<file path="src/rtl/lpm_arith_pkg.sv">
`default_nettype none
// ============================================================================
//  Package     : lpm_arith_pkg
//  Description : Shared types, constants and helpers for the math blocks
//                (divide, recombine). Contents:
//                  - lpm_state_t FSM state type with IDLE/MUL/ADD/DONE codes
//                  - REP_UNSIGNED / REP_SIGNED operand representation codes
//                  - is_negative / magnitude helpers on C_MAXW-bit values
//  Revision    : 1.0  initial release
// ============================================================================
package lpm_arith_pkg;

    localparam int REP_UNSIGNED = 0;
    localparam int REP_SIGNED   = 1;

    // Helpers work on a fixed wide container; callers sign-extend into it
    // and slice the result back down to their own width.
    localparam int C_MAXW = 64;

    typedef logic [1:0] lpm_state_t;
    localparam lpm_state_t C_ST_IDLE = 2'd0;
    localparam lpm_state_t C_ST_MUL  = 2'd1;
    localparam lpm_state_t C_ST_ADD  = 2'd2;
    localparam lpm_state_t C_ST_DONE = 2'd3;

    // An operand is negative only in the signed representation with its MSB set.
    function automatic logic is_negative(input logic msb, input int rep);
        return (rep == REP_SIGNED) && msb;
    endfunction

    // Absolute value of a sign-extended operand. The most-negative value
    // of a w-bit operand yields 2^(w-1), which still fits in w unsigned bits.
    function automatic logic [C_MAXW-1:0] magnitude(input logic [C_MAXW-1:0] x_ext,
                                                    input logic             neg);
        return neg ? ((~x_ext) + 64'd1) : x_ext;
    endfunction

endpackage
`default_nettype wire

</file>
<file path="src/rtl/lpm_div_recombine_if.sv">
`default_nettype none
// ============================================================================
//  Interface   : lpm_div_recombine_if
//  Description : Operand/result handshake bundle for lpm_div_recombine.
//                master : operand source and result sink (drives in_valid,
//                         quotient, denom, remain, out_ready)
//                slave  : the recombine block
//                Optional (DIV_RECOMBINE_CHECK_EN): numer_exp in, mismatch out.
//  Revision    : 1.0  initial release
// ============================================================================
interface lpm_div_recombine_if #(
    parameter int lpm_widthn = 16,
    parameter int lpm_widthd = 8
);
    logic                  in_valid;
    logic                  in_ready;
    logic [lpm_widthn-1:0] quotient;
    logic [lpm_widthd-1:0] denom;
    logic [lpm_widthd-1:0] remain;
    logic                  out_valid;
    logic                  out_ready;
    logic [lpm_widthn-1:0] numer;
    logic                  overflow;
`ifdef DIV_RECOMBINE_CHECK_EN
    logic [lpm_widthn-1:0] numer_exp;
    logic                  mismatch;

    modport master (
        output in_valid, quotient, denom, remain, out_ready, numer_exp,
        input  in_ready, out_valid, numer, overflow, mismatch
    );
    modport slave (
        input  in_valid, quotient, denom, remain, out_ready, numer_exp,
        output in_ready, out_valid, numer, overflow, mismatch
    );
`else
    modport master (
        output in_valid, quotient, denom, remain, out_ready,
        input  in_ready, out_valid, numer, overflow
    );
    modport slave (
        input  in_valid, quotient, denom, remain, out_ready,
        output in_ready, out_valid, numer, overflow
    );
`endif
endinterface
`default_nettype wire

</file>
<file path="src/rtl/lpm_shift_add_core.sv">
`default_nettype none
// ============================================================================
//  Module      : lpm_shift_add_core
//  Description : Unsigned iterative multiplier, one multiplier bit per step.
//                acc accumulates mcand<<i for every set bit i of mplier.
//  Ports       : clock, sclr_n (sync, active-low)
//                load   - clear acc/counter and capture operands
//                step   - perform one shift-add iteration
//                mcand  - multiplicand magnitude (lpm_widthd)
//                mplier - multiplier magnitude (lpm_widthn)
//                acc    - running product (lpm_widthn+lpm_widthd+1)
//                last   - current step is the final iteration
//  Revision    : 1.0  initial release
// ============================================================================
module lpm_shift_add_core #(
    parameter int lpm_widthn = 16,
    parameter int lpm_widthd = 8
) (
    input  wire logic                                 clock,
    input  wire logic                                 sclr_n,
    input  wire logic                                 load,
    input  wire logic                                 step,
    input  wire logic [lpm_widthd-1:0]                mcand,
    input  wire logic [lpm_widthn-1:0]                mplier,
    output logic      [lpm_widthn+lpm_widthd:0]       acc,
    output logic                                      last
);
    localparam int c_acc_w = lpm_widthn + lpm_widthd + 1;
    localparam int c_cnt_w = $clog2(lpm_widthn + 1);
    localparam logic [c_cnt_w-1:0] c_cnt_last = c_cnt_w'(lpm_widthn - 1);
    localparam logic [c_cnt_w-1:0] c_cnt_one  = c_cnt_w'(1);

    // The multiplicand is pre-shifted and the multiplier consumed LSB-first,
    // so no variable shifter is needed.
    logic [c_acc_w-1:0]    r_acc;
    logic [c_acc_w-1:0]    r_mcand;
    logic [lpm_widthn-1:0] r_mplier;
    logic [c_cnt_w-1:0]    r_cnt;

    always_ff @(posedge clock) begin
        if (!sclr_n) begin
            r_acc    <= '0;
            r_mcand  <= '0;
            r_mplier <= '0;
            r_cnt    <= '0;
        end else if (load) begin
            r_acc    <= '0;
            r_mcand  <= {{(c_acc_w-lpm_widthd){1'b0}}, mcand};
            r_mplier <= mplier;
            r_cnt    <= '0;
        end else if (step) begin
            if (r_mplier[0]) begin
                r_acc <= r_acc + r_mcand;
            end
            r_mcand  <= r_mcand << 1;
            r_mplier <= r_mplier >> 1;
            r_cnt    <= r_cnt + c_cnt_one;
        end
    end

    assign acc  = r_acc;
    assign last = (r_cnt == c_cnt_last);

endmodule
`default_nettype wire

</file>
<file path="src/rtl/lpm_div_recombine.sv">
`default_nettype none
// ============================================================================
//  Module      : lpm_div_recombine
//  Description : Rebuilds numer = quotient*denom + remain (inverse of the
//                divider). Iterative shift-add, lpm_widthn MUL cycles, one
//                ADD cycle, then result held until out_ready.
//  Ports       : clock  - rising-edge clock
//                sclr_n - synchronous reset, active-low (beats clken)
//                clken  - clock enable, low freezes all state
//                bus    - lpm_div_recombine_if.slave (operands/result)
//  Options     : DIV_RECOMBINE_CHECK_EN adds numer_exp/mismatch compare.
//  Revision    : 1.0  initial release
// ============================================================================
module lpm_div_recombine
    import lpm_arith_pkg::*;
#(
    parameter int lpm_widthn = 16,
    parameter int lpm_widthd = 8,
    parameter int lpm_signed = 0
) (
    input  wire logic          clock,
    input  wire logic          sclr_n,
    input  wire logic          clken,
    lpm_div_recombine_if.slave bus
);
    localparam int c_acc_w = lpm_widthn + lpm_widthd + 1;
    localparam logic [c_acc_w-1:0] c_acc_one = {{(c_acc_w-1){1'b0}}, 1'b1};

    lpm_state_t r_state;
    lpm_state_t w_state_next;
    logic       w_in_ready;
    logic       w_out_valid;

    // ---------------- operand signing ----------------
    logic                  w_q_neg;
    logic                  w_d_neg;
    logic [C_MAXW-1:0]     w_q_mag_full;
    logic [C_MAXW-1:0]     w_d_mag_full;
    logic [lpm_widthn-1:0] w_q_mag;
    logic [lpm_widthd-1:0] w_d_mag;

    always_comb begin
        w_q_neg      = is_negative(bus.quotient[lpm_widthn-1], lpm_signed);
        w_d_neg      = is_negative(bus.denom[lpm_widthd-1], lpm_signed);
        w_q_mag_full = magnitude({{(C_MAXW-lpm_widthn){w_q_neg}}, bus.quotient}, w_q_neg);
        w_d_mag_full = magnitude({{(C_MAXW-lpm_widthd){w_d_neg}}, bus.denom}, w_d_neg);
        w_q_mag      = w_q_mag_full[lpm_widthn-1:0];
        w_d_mag      = w_d_mag_full[lpm_widthd-1:0];
    end

    // Upper container bits are always zero after slicing.
    logic w_unused_mag;
    assign w_unused_mag = ^{w_q_mag_full[C_MAXW-1:lpm_widthn],
                            w_d_mag_full[C_MAXW-1:lpm_widthd]};

    logic w_accept;
    logic w_step;
    assign w_accept = clken && (r_state == C_ST_IDLE) && bus.in_valid;
    assign w_step   = clken && (r_state == C_ST_MUL);

    logic [c_acc_w-1:0] w_acc;
    logic               w_last;

    lpm_shift_add_core #(
        .lpm_widthn (lpm_widthn),
        .lpm_widthd (lpm_widthd)
    ) u_core (
        .clock  (clock),
        .sclr_n (sclr_n),
        .load   (w_accept),
        .step   (w_step),
        .mcand  (w_d_mag),
        .mplier (w_q_mag),
        .acc    (w_acc),
        .last   (w_last)
    );

    // ---------------- FSM ----------------
    always_ff @(posedge clock) begin
        if (!sclr_n) begin
            r_state <= C_ST_IDLE;
        end else if (clken) begin
            r_state <= w_state_next;
        end
    end

    always_comb begin
        w_state_next = r_state;
        case (r_state)
            C_ST_IDLE: if (bus.in_valid)  w_state_next = C_ST_MUL;
            C_ST_MUL:  if (w_last)        w_state_next = C_ST_ADD;
            C_ST_ADD:                     w_state_next = C_ST_DONE;
            C_ST_DONE: if (bus.out_ready) w_state_next = C_ST_IDLE;
            default:                      w_state_next = C_ST_IDLE;
        endcase
    end

    always_comb begin
        w_in_ready  = (r_state == C_ST_IDLE);
        w_out_valid = (r_state == C_ST_DONE);
    end

    // ---------------- sign, remain add, overflow ----------------
    logic                  r_neg;
    logic [lpm_widthd-1:0] r_remain;
    logic [lpm_widthn-1:0] r_numer;
    logic                  r_overflow;
    logic                  w_rem_sx;
    logic [c_acc_w-1:0]    w_prod;
    logic [c_acc_w-1:0]    w_exact;
    logic                  w_ovf;

    // The accumulator is wide enough that the signed/unsigned exact sum never
    // wraps, so overflow is just "upper bits are not a plain extension".
    always_comb begin
        w_rem_sx = (lpm_signed == REP_SIGNED) && r_remain[lpm_widthd-1];
        w_prod   = r_neg ? ((~w_acc) + c_acc_one) : w_acc;
        w_exact  = w_prod + {{(c_acc_w-lpm_widthd){w_rem_sx}}, r_remain};
        if (lpm_signed == REP_SIGNED) begin
            w_ovf = !((&w_exact[c_acc_w-1:lpm_widthn-1]) || !(|w_exact[c_acc_w-1:lpm_widthn-1]));
        end else begin
            w_ovf = |w_exact[c_acc_w-1:lpm_widthn];
        end
    end

    always_ff @(posedge clock) begin
        if (!sclr_n) begin
            r_neg      <= 1'b0;
            r_remain   <= '0;
            r_numer    <= '0;
            r_overflow <= 1'b0;
        end else if (clken) begin
            if (w_accept) begin
                r_neg    <= w_q_neg ^ w_d_neg;
                r_remain <= bus.remain;
            end
            if (r_state == C_ST_ADD) begin
                r_numer    <= w_exact[lpm_widthn-1:0];
                r_overflow <= w_ovf;
            end
        end
    end

`ifdef DIV_RECOMBINE_CHECK_EN
    logic [lpm_widthn-1:0] r_numer_exp;
    logic                  r_mismatch;

    always_ff @(posedge clock) begin
        if (!sclr_n) begin
            r_numer_exp <= '0;
            r_mismatch  <= 1'b0;
        end else if (clken) begin
            if (w_accept) begin
                r_numer_exp <= bus.numer_exp;
            end
            if (r_state == C_ST_ADD) begin
                r_mismatch <= (w_exact[lpm_widthn-1:0] != r_numer_exp) || w_ovf;
            end
        end
    end

    assign bus.mismatch = r_mismatch;
`endif

    assign bus.in_ready  = w_in_ready;
    assign bus.out_valid = w_out_valid;
    assign bus.numer     = r_numer;
    assign bus.overflow  = r_overflow;

endmodule
`default_nettype wire

</file>
<file path="src/flat_wrapper.sv">
// flat-port wrapper written by rule: the top's interface ports become plain ports
module lpm_div_recombine_flat import lpm_arith_pkg::*;
#(
    parameter int lpm_widthn = 16,
    parameter int lpm_widthd = 8,
    parameter int lpm_signed = 0
)
  (clock, sclr_n, clken, bus_in_valid, bus_quotient, bus_denom, bus_remain, bus_out_ready, bus_in_ready, bus_out_valid, bus_numer, bus_overflow);
  lpm_div_recombine_if #(.lpm_widthn(lpm_widthn), .lpm_widthd(lpm_widthd)) bus_i ();
  input  wire logic clock;
  input  wire logic sclr_n;
  input  wire logic clken;
  input wire logic [$bits(bus_i.in_valid)-1:0] bus_in_valid;
  input wire logic [$bits(bus_i.quotient)-1:0] bus_quotient;
  input wire logic [$bits(bus_i.denom)-1:0] bus_denom;
  input wire logic [$bits(bus_i.remain)-1:0] bus_remain;
  input wire logic [$bits(bus_i.out_ready)-1:0] bus_out_ready;
  output wire logic [$bits(bus_i.in_ready)-1:0] bus_in_ready;
  output wire logic [$bits(bus_i.out_valid)-1:0] bus_out_valid;
  output wire logic [$bits(bus_i.numer)-1:0] bus_numer;
  output wire logic [$bits(bus_i.overflow)-1:0] bus_overflow;
  assign bus_i.in_valid = bus_in_valid;
  assign bus_i.quotient = bus_quotient;
  assign bus_i.denom = bus_denom;
  assign bus_i.remain = bus_remain;
  assign bus_i.out_ready = bus_out_ready;
  assign bus_in_ready = bus_i.in_ready;
  assign bus_out_valid = bus_i.out_valid;
  assign bus_numer = bus_i.numer;
  assign bus_overflow = bus_i.overflow;
  lpm_div_recombine #(.lpm_widthn(lpm_widthn), .lpm_widthd(lpm_widthd), .lpm_signed(lpm_signed)) u_core (.clock(clock), .sclr_n(sclr_n), .clken(clken), .bus(bus_i));
endmodule
</file>
<file path="config.mk">
export PLATFORM = sky130hd
export DESIGN_NAME = lpm_div_recombine_flat
export DESIGN_NICKNAME = d
export VERILOG_FILES = /design/src/rtl/lpm_arith_pkg.sv /design/src/rtl/lpm_div_recombine_if.sv /design/src/rtl/lpm_shift_add_core.sv /design/src/rtl/lpm_div_recombine.sv /design/src/flat_wrapper.sv
export SDC_FILE = /design/constraint.sdc
export NUM_CORES = 1
export LEC_CHECK = 0
export BUFFER_PORTS_ARGS = -buffer_cell sky130_fd_sc_hd__clkbuf_2
export CAP_MARGIN = 20
export CORE_ASPECT_RATIO = 1.5
export CORE_MARGIN = 2
export CORE_UTILIZATION = 40
export DETAILED_ROUTE_END_ITERATION = 6
export GPL_TIMING_DRIVEN = 0
export PLACE_DENSITY = 0.61
export SETUP_SLACK_MARGIN = 0.1
export SYNTH_ARGS = -nofsm -noshare
export SYNTH_HDL_FRONTEND = slang
export SYNTH_SLANG_ARGS = --single-unit
</file>
<file path="constraint.sdc">
create_clock -name clock -period 2.8 [get_ports clock]
set_input_delay 0.14 -clock clock [delete_from_list [all_inputs] [get_ports clock]]
set_output_delay 0.14 -clock clock [all_outputs]
set_load 0.05 [all_outputs]
</file>
==> results of run 1 <==
-- worst max-delay path: stages (launching register included) --
cell	delay [ps]
sky130_fd_sc_hd__dfxtp_2	360
sky130_fd_sc_hd__ha_4	170
sky130_fd_sc_hd__fa_2	330
sky130_fd_sc_hd__a21o_1	210
sky130_fd_sc_hd__a41oi_2	150
sky130_fd_sc_hd__o21ai_2	110
sky130_fd_sc_hd__o31ai_4	270
sky130_fd_sc_hd__nor3_2	90
sky130_fd_sc_hd__or4_4	440
sky130_fd_sc_hd__a2111oi_4	310
sky130_fd_sc_hd__a31oi_1	120
-- layout by cell type, fill, tap and decap left out, types with 9 or more instances in the layout --
| master | count |
|---|---|
| sky130_fd_sc_hd__a21boi_0 | 21 |
| sky130_fd_sc_hd__a21oi_1 | 52 |
| sky130_fd_sc_hd__a311oi_1 | 10 |
| sky130_fd_sc_hd__a32oi_1 | 9 |
| sky130_fd_sc_hd__buf_4 | 9 |
| sky130_fd_sc_hd__clkbuf_1 | 27 |
| sky130_fd_sc_hd__clkbuf_16 | 9 |
| sky130_fd_sc_hd__clkbuf_2 | 55 |
| sky130_fd_sc_hd__dfxtp_1 | 97 |
| sky130_fd_sc_hd__ha_1 | 37 |
| sky130_fd_sc_hd__inv_1 | 10 |
| sky130_fd_sc_hd__nand2_1 | 160 |
| sky130_fd_sc_hd__nand3_1 | 19 |
| sky130_fd_sc_hd__nor2_1 | 31 |
| sky130_fd_sc_hd__nor3_1 | 12 |
| sky130_fd_sc_hd__o211a_1 | 10 |
| sky130_fd_sc_hd__o21ai_0 | 25 |
| sky130_fd_sc_hd__xnor2_1 | 25 |
| sky130_fd_sc_hd__xor2_1 | 13 |
-- cell type report --
type,count,area [µm²]
sequential,98,1960
fill,1311,7040
buffer,34,128
timing repair buffer,64,343
tap,162,203
inverter,10,37.5
clock inverter,6,95.1
clock buffer,10,229
multi-input combinational,530,3370
-- flip-flops by register name, summed over array words and instances (netlist names) --
register / flops
u_core.u_core.acc: 25
u_core.u_core.r_mcand: 25
u_core.r_state: 2
u_core.u_core.r_cnt: 5
u_core.bus.overflow: 1
u_core.bus.numer: 16
u_core.r_remain: 8
u_core.u_core.r_mplier: 16
-- cell usage after synthesis, types with 9 or more instances --
master	n
sky130_fd_sc_hd__clkbuf_1	26
sky130_fd_sc_hd__xor2_1	13
sky130_fd_sc_hd__nor3_1	12
sky130_fd_sc_hd__ha_1	38
sky130_fd_sc_hd__a32oi_1	9
sky130_fd_sc_hd__dfxtp_1	98
sky130_fd_sc_hd__o211a_1	10
sky130_fd_sc_hd__a311oi_1	10
sky130_fd_sc_hd__xnor2_1	25
sky130_fd_sc_hd__inv_1	10
sky130_fd_sc_hd__nor2_1	31
sky130_fd_sc_hd__nand3_1	19
sky130_fd_sc_hd__nand2_1	160
sky130_fd_sc_hd__o21ai_0	28
sky130_fd_sc_hd__a21oi_1	53
sky130_fd_sc_hd__a21boi_0	22
-- logic make-up after synthesis --
logic type	Yosys count	synth area share
DFF	98	0.361
xor gates and xnor gates	38	0.0613
adders and majority gates	40	0.0950
AOI/OAI and AO/OA	180	0.228
muxes	5	0.00945
buffers and inverters	44	0.0304
and+or+nand+nor	267	0.215
-- per-layer routing --
layer	share of wire	global-route usage
met5	0	0
met4	0.038	0.0890
met3	0.035	0.0397
met2	0.53	0.366
met1	0.40	0.222
-- metrics by stage --
step / utilization / instances / setup WS, ps / hold slack (ps)
floorplan: - / 672 / 108 / 276
global placement: 0.441 / 889 / -195 / 378
detailed placement: 0.441 / 889 / -274 / 383
CTS: 0.469 / 908 / 79.9 / 19.5
global route: 0.475 / 914 / 22.5 / 32.7
finish: 0.475 / 914 / 117 / 25.0
-- timing repair --
action	4_1_cts	5_1_grt
gates resized for setup	6	8
pin swaps	3	4
setup endpoints to repair	4	8
endpoints found under the hold margin	0	0
buffers inserted	3	6
-- power by group --
group          internal (mW)  switching (mW)
sequential              1.44          0.0325
combinational          0.100           0.202
clock                  0.795           0.561
-- path summary, 6_finish.rpt --
kind / startpoint / to / depth (start not counted)
worst min-delay path: bus_remain[2] / u_core.r_remain[2] / 3
worst min register to register: u_core.bus.numer[0] / u_core.bus.numer[0] / 2
worst max register to register: u_core.u_core.acc[0] / u_core.bus.overflow / 10
worst max-delay path: u_core.u_core.acc[0] / u_core.bus.overflow / 10
==> results.tsv, run 1 <==
stage	metric	value	unit
timing	final.min_clock_period	2680	ps
grt	number_of_antenna_violations_at_the_first_check_in_global_routing	0	
route	drt_iter0_drc	188	
route	drt-total-wl	14700	µm
logic_synthesis	post_synth_instance_area	5430	µm²
critical_path	setup.reg_to_reg.worst_slack	120	ps
power	pd_cells	491	nW/µm²
cts	cts_root_buf	sky130_fd_sc_hd__clkbuf_16	
timing	timing_max_transition_violations_final	0	
floorplanning	dieArea	14500	µm²
timing	fin_worst_skew	12.4	ps
timing	totalNegativeSetupSlack	0	ps
timing	max_slew_margin	0.518	
cts	cts_num_sinks	98	
cts	cts.hold.buffers_added	0	
logic_synthesis	proportion_of_netlist_area_held_by_the_largest_area_contributor	0.361	
cts	cts_tree	built	
cts	cts_max_level	3	
timing	setup-violations-final	0	
critical_path	worst-endpoint-arrival	2910	ps
grt	grt_start_max_net_pins	18	
cts	worst_skew_pair.late_latency	350	ps
min_path	min-delay-path-class	in2reg	
logic_synthesis	synth-seq-cells	98	
logic_synthesis	netlist_instances	672	
floorplanning	starting_density_of_the_core	0.405	
finish	antennaDiodeCount	0	
route	firstDrtPassIters	5	
critical_path	critical_path_required	3020	ps
route	vias	5085	
power	p_total	3.13	mW
timing	highest_attainable_clock_frequency	373	MHz
route	detail_route.vias_per_cell	5.56	
logic_synthesis	synth.avg_cell_area	8.08	µm²
timing	final.period_utilization	0.958	
logic_synthesis	post-synth-top-area-cell	sky130_fd_sc_hd__dfxtp_1	
placed_design	port_buffers	55	
critical_path	setup.worst_path.class	reg2reg	
timing	rsz0062_at_grt	yes	
floorplanning	design.portCount	56	
logic_synthesis	synth-edff-count	0	
finish	drive_above_1_share	0.129	
logic_synthesis	netlist-cell-type-count	54	
cts	cts.clk_slew.worst_paths	70	ps
placed_design	gp_routability_congestion	0.905	
cts	cts_buffers	9	
placed_design	post_place_instance_area	5910	µm²
logic_synthesis	ys.flop_type	sky130_fd_sc_hd__dfxtp_1	
timing	tightest_slew	724	ps
finish	synthToLayoutAreaGrowth	17.3	%
finish	stdcell_area	6370	µm²
power	p_leak	2.55	nW
route	remaining_antenna_violation_count	0	
logic_synthesis	netlist_top_cells_area	sky130_fd_sc_hd__dfxtp_1, sky130_fd_sc_hd__nand2_1, sky130_fd_sc_hd__ha_1	
grt	grt_pass1_wl	23500	µm
route	drt-wirelength-per-cell	16.1	µm
timing	timing.final.hold_violations	0	
finish	final_net_count	824	
logic_synthesis	ys_seq_area_frac	0.361	
logic_synthesis	yosys_warnings	0	
floorplanning	core	13400	µm²
run	drv.max_cap_violation_count	0	
placed_design	dp_hpwl	11100	µm
power	worst_ir_drop_vdd	313	µV
floorplanning	placementRows	52	
grt	vias_in_the_first_global_route	4872	
route	route.detailed.drc	0	
grt	grt_overflow	0	
critical_path	timing.critical_path.from_type	flip-flop	
cts	cts_buffer_depth	2	
critical_path	crit_path_max_fanout	3	
logic_synthesis	postSynthNetCount	749	
grt	total_routing_usage_reported_by_global_routing	0.201	
floorplanning	dieWidth	99.1	µm
floorplanning	die_h	147	µm
logic_synthesis	postSynth.asyncResetShare	0	
status	status	complete, no violations	
critical_path	crit_path_end_kind	flip-flop	
No activity file was read; power rests on OpenSTA's default activity.
==> run 2, diff against run 1 <==
--- a/config.mk
+++ b/config.mk
@@ -12,7 +12,7 @@
 export CORE_UTILIZATION = 40
 export DETAILED_ROUTE_END_ITERATION = 6
 export GPL_TIMING_DRIVEN = 0
-export PLACE_DENSITY = 0.61
+export PLACE_DENSITY = 0.59
 export SETUP_SLACK_MARGIN = 0.1
 export SYNTH_ARGS = -nofsm -noshare
 export SYNTH_HDL_FRONTEND = slang
==> constraint.sdc (replaced) <==
create_clock -name clock -period 3.3 [get_ports clock]
set_input_delay 0.165 -clock clock [delete_from_list [all_inputs] [get_ports clock]]
set_output_delay 0.165 -clock clock [all_outputs]
set_load 0.05 [all_outputs]
==> run 2 against run 1 <==
  * Non-clock buffer count is 6 lower
  * Utilization is 0.79 points lower
  * Clock-buffer cell count is 1 lower
  * Critical path depth is 1 higher
  * Critical endpoint unchanged
==> results.tsv, run 2 (synthesized netlist as in run 1, its figures left out) <==
stage	metric	value	unit	change
route	route.detailed.drc	0		unchanged
critical_path	critical_path_required	3520	ps	was 3020 ps
timing	totalNegativeSetupSlack	0	ps	unchanged
cts	worst_skew_pair.late_latency	350	ps	about the same
timing	timing.final.hold_violations	0		unchanged
route	remaining_antenna_violation_count	0		unchanged
grt	grt_pass1_wl	23300	µm	was 23500 µm
min_path	min-delay-path-class	in2reg		unchanged
cts	cts_root_buf	sky130_fd_sc_hd__clkbuf_16		unchanged
cts	cts_buffer_depth	2		unchanged
critical_path	critPathCapture	u_core.bus.overflow		unchanged
critical_path	worst-endpoint-arrival	3260	ps	was 2910 ps
critical_path	setup.reg_to_reg.worst_slack	260	ps	was 120 ps
placed_design	dp_hpwl	11100	µm	about the same
route	detail_route.vias_per_cell	5.47		was 5.56
timing	final.min_clock_period	3040	ps	was 2680 ps
finish	layout.cells.most_common_list	sky130_fd_sc_hd__nand2_1, sky130_fd_sc_hd__dfxtp_1, sky130_fd_sc_hd__clkbuf_2		unchanged
critical_path	reg_to_reg_startpoint	u_core.u_core.acc[0]		unchanged
route	drt_iter0_drc	169		was 188
route	firstDrtPassIters	4		was 5
placed_design	port_buffers	55		unchanged
grt	grt_start_max_net_pins	18		unchanged
placed_design	gp_routability_congestion	0.894		was 0.905
route	vias	4970		was 5085
finish	antennaDiodeCount	0		unchanged
timing	rsz0062_at_grt	yes		unchanged
cts	cts_tree	built		unchanged
floorplanning	core	13400	µm²	unchanged
critical_path	worstRegToRegCells	11		was 10
critical_path	setup.worst_path.class	reg2reg		unchanged
grt	grt_overflow	0		unchanged
finish	mostFrequentLayoutCell	sky130_fd_sc_hd__nand2_1		unchanged
finish	layout.filler_cells	1338		was 1311
grt	vias_in_the_first_global_route	4798		was 4872
floorplanning	dieWidth	99.1	µm	unchanged
floorplanning	design.portCount	56		unchanged
power	worst_ir_drop_vdd	196	µV	was 313 µV
power	p_total	2.65	mW	was 3.13 mW
power	pd_cells	423	nW/µm²	was 491 nW/µm²
critical_path	crit_path_max_fanout	7		was 3
timing	highest_attainable_clock_frequency	329	MHz	was 373 MHz
grt	total_routing_usage_reported_by_global_routing	0.199		was 0.201
cts	cts_num_sinks	98		unchanged
timing	fin_worst_skew	8.14	ps	was 12.4 ps
finish	synthToLayoutAreaGrowth	15.3	%	was 17.3%
power	p_leak	2.51	nW	was 2.55 nW
timing	final.period_utilization	0.920		was 0.958
timing	timing_max_transition_violations_final	0		unchanged
timing	setup-violations-final	0		unchanged
critical_path	critical_path.reg2reg.endpoint	u_core.bus.overflow		unchanged
critical_path	setup.worst_path.start	u_core.u_core.acc[0]		unchanged
run	drv.max_cap_violation_count	0		unchanged
status	status	complete, no violations		unchanged
cts	cts.clk_slew.worst_paths	70	ps	about the same
finish	drive_above_1_share	0.114		was 0.129
floorplanning	placementRows	52		unchanged
cts	cts_max_level	3		unchanged
critical_path	crit_path_end_kind	flip-flop		unchanged
floorplanning	die_h	147	µm	unchanged
timing	tightest_slew	758	ps	was 724 ps
finish	final_net_count	818		was 824
cts	cts_buffers	9		unchanged
route	drt-wirelength-per-cell	15.8	µm	was 16.1 µm
floorplanning	starting_density_of_the_core	0.405		unchanged
cts	cts.hold.buffers_added	0		unchanged
timing	max_slew_margin	0.495		was 0.518
critical_path	timing.critical_path.from_type	flip-flop		unchanged
floorplanning	dieArea	14500	µm²	unchanged
grt	number_of_antenna_violations_at_the_first_check_in_global_routing	0		unchanged
route	drt-total-wl	14300	µm	was 14700 µm
==> run 2: changes by cell type in the layout (fill, tap and decap cells not counted), moves of 2 or more <==
cell | before | now
sky130_fd_sc_hd__buf_4 | 9 | 3
sky130_fd_sc_hd__clkinvlp_4 | 0 | 2
sky130_fd_sc_hd__inv_6 | 3 | 1
sky130_fd_sc_hd__o21ai_0 | 25 | 28
sky130_fd_sc_hd__o21ai_1 | 2 | 0
==> run 2: timing repair <==
item,CTS,global route
endpoints found under the setup margin,0,2
gates resized for setup,0,1
setup buffers,0,3
==> run 2: per-stage QoR <==
stage / area (µm²) / utilization / cells / hold slack, ps / setup slack (ps)
finish: 6260 / 0.467 / 908 / 52.1 / 262
global route: 6260 / 0.467 / 908 / 57.7 / 82.2
CTS: 6230 / 0.465 / 905 / 47.1 / 181
detailed placement: 5910 / 0.441 / 889 / 411 / 189
global placement: 5910 / 0.441 / 889 / 403 / 236
floorplan: 5430 / - / 672 / 301 / 486
==> run 2: layer usage <==
metal	vias to the layer above	track usage	part of all wire
li1	2520	-	-
met1	2343	0.221	0.41
met2	82	0.358	0.53
met3	25	0.0273	0.030
met4	0	0.110	0.036
met5	-	0	0
==> run 2: power by group <==
part,switching [mW],internal [mW]
clock network,0.476,0.670
logic,0.169,0.0843
registers,0.0267,1.22
==> run 2: final cells by class <==
cell class,count,area (µm²),share of cell area
Multi-Input combinational cell,530,3310,0.528
Buffer,34,128,0.0204
Inverter,10,37.5,0.00600
Clock buffer,9,225,0.0360
Timing Repair Buffer,58,298,0.0476
Clock inverter,7,101,0.0162
Sequential cell,98,1960,0.313
Tap cell,162,203,0.0324
==> run 2: worst max-delay path: stages (launching register included) <==
cell                        delay, ps
sky130_fd_sc_hd__dfxtp_1          350
sky130_fd_sc_hd__ha_1             250
sky130_fd_sc_hd__fa_1             400
sky130_fd_sc_hd__a21o_1           210
sky130_fd_sc_hd__a41oi_2          220
sky130_fd_sc_hd__o21ai_2          120
sky130_fd_sc_hd__o31ai_4          210
sky130_fd_sc_hd__buf_4            190
sky130_fd_sc_hd__nor3_2            60
sky130_fd_sc_hd__or4_1            430
sky130_fd_sc_hd__a2111oi_2        360
sky130_fd_sc_hd__a31oi_1          110
==> run 2: worst min path at each step <==
stage,start,to,slack [ps],cells past startpoint
2_1_floorplan,bus_quotient[0],u_core.u_core.r_mplier[0],300,2
3_3_place_gp,bus_remain[1],u_core.r_remain[1],400,3
3_5_place_dp,bus_remain[5],u_core.r_remain[5],410,3
4_1_cts,bus_remain[1],u_core.r_remain[1],50,3
5_1_grt,bus_quotient[14],u_core.u_core.r_mplier[14],60,2
6_report,bus_remain[1],u_core.r_remain[1],50,3
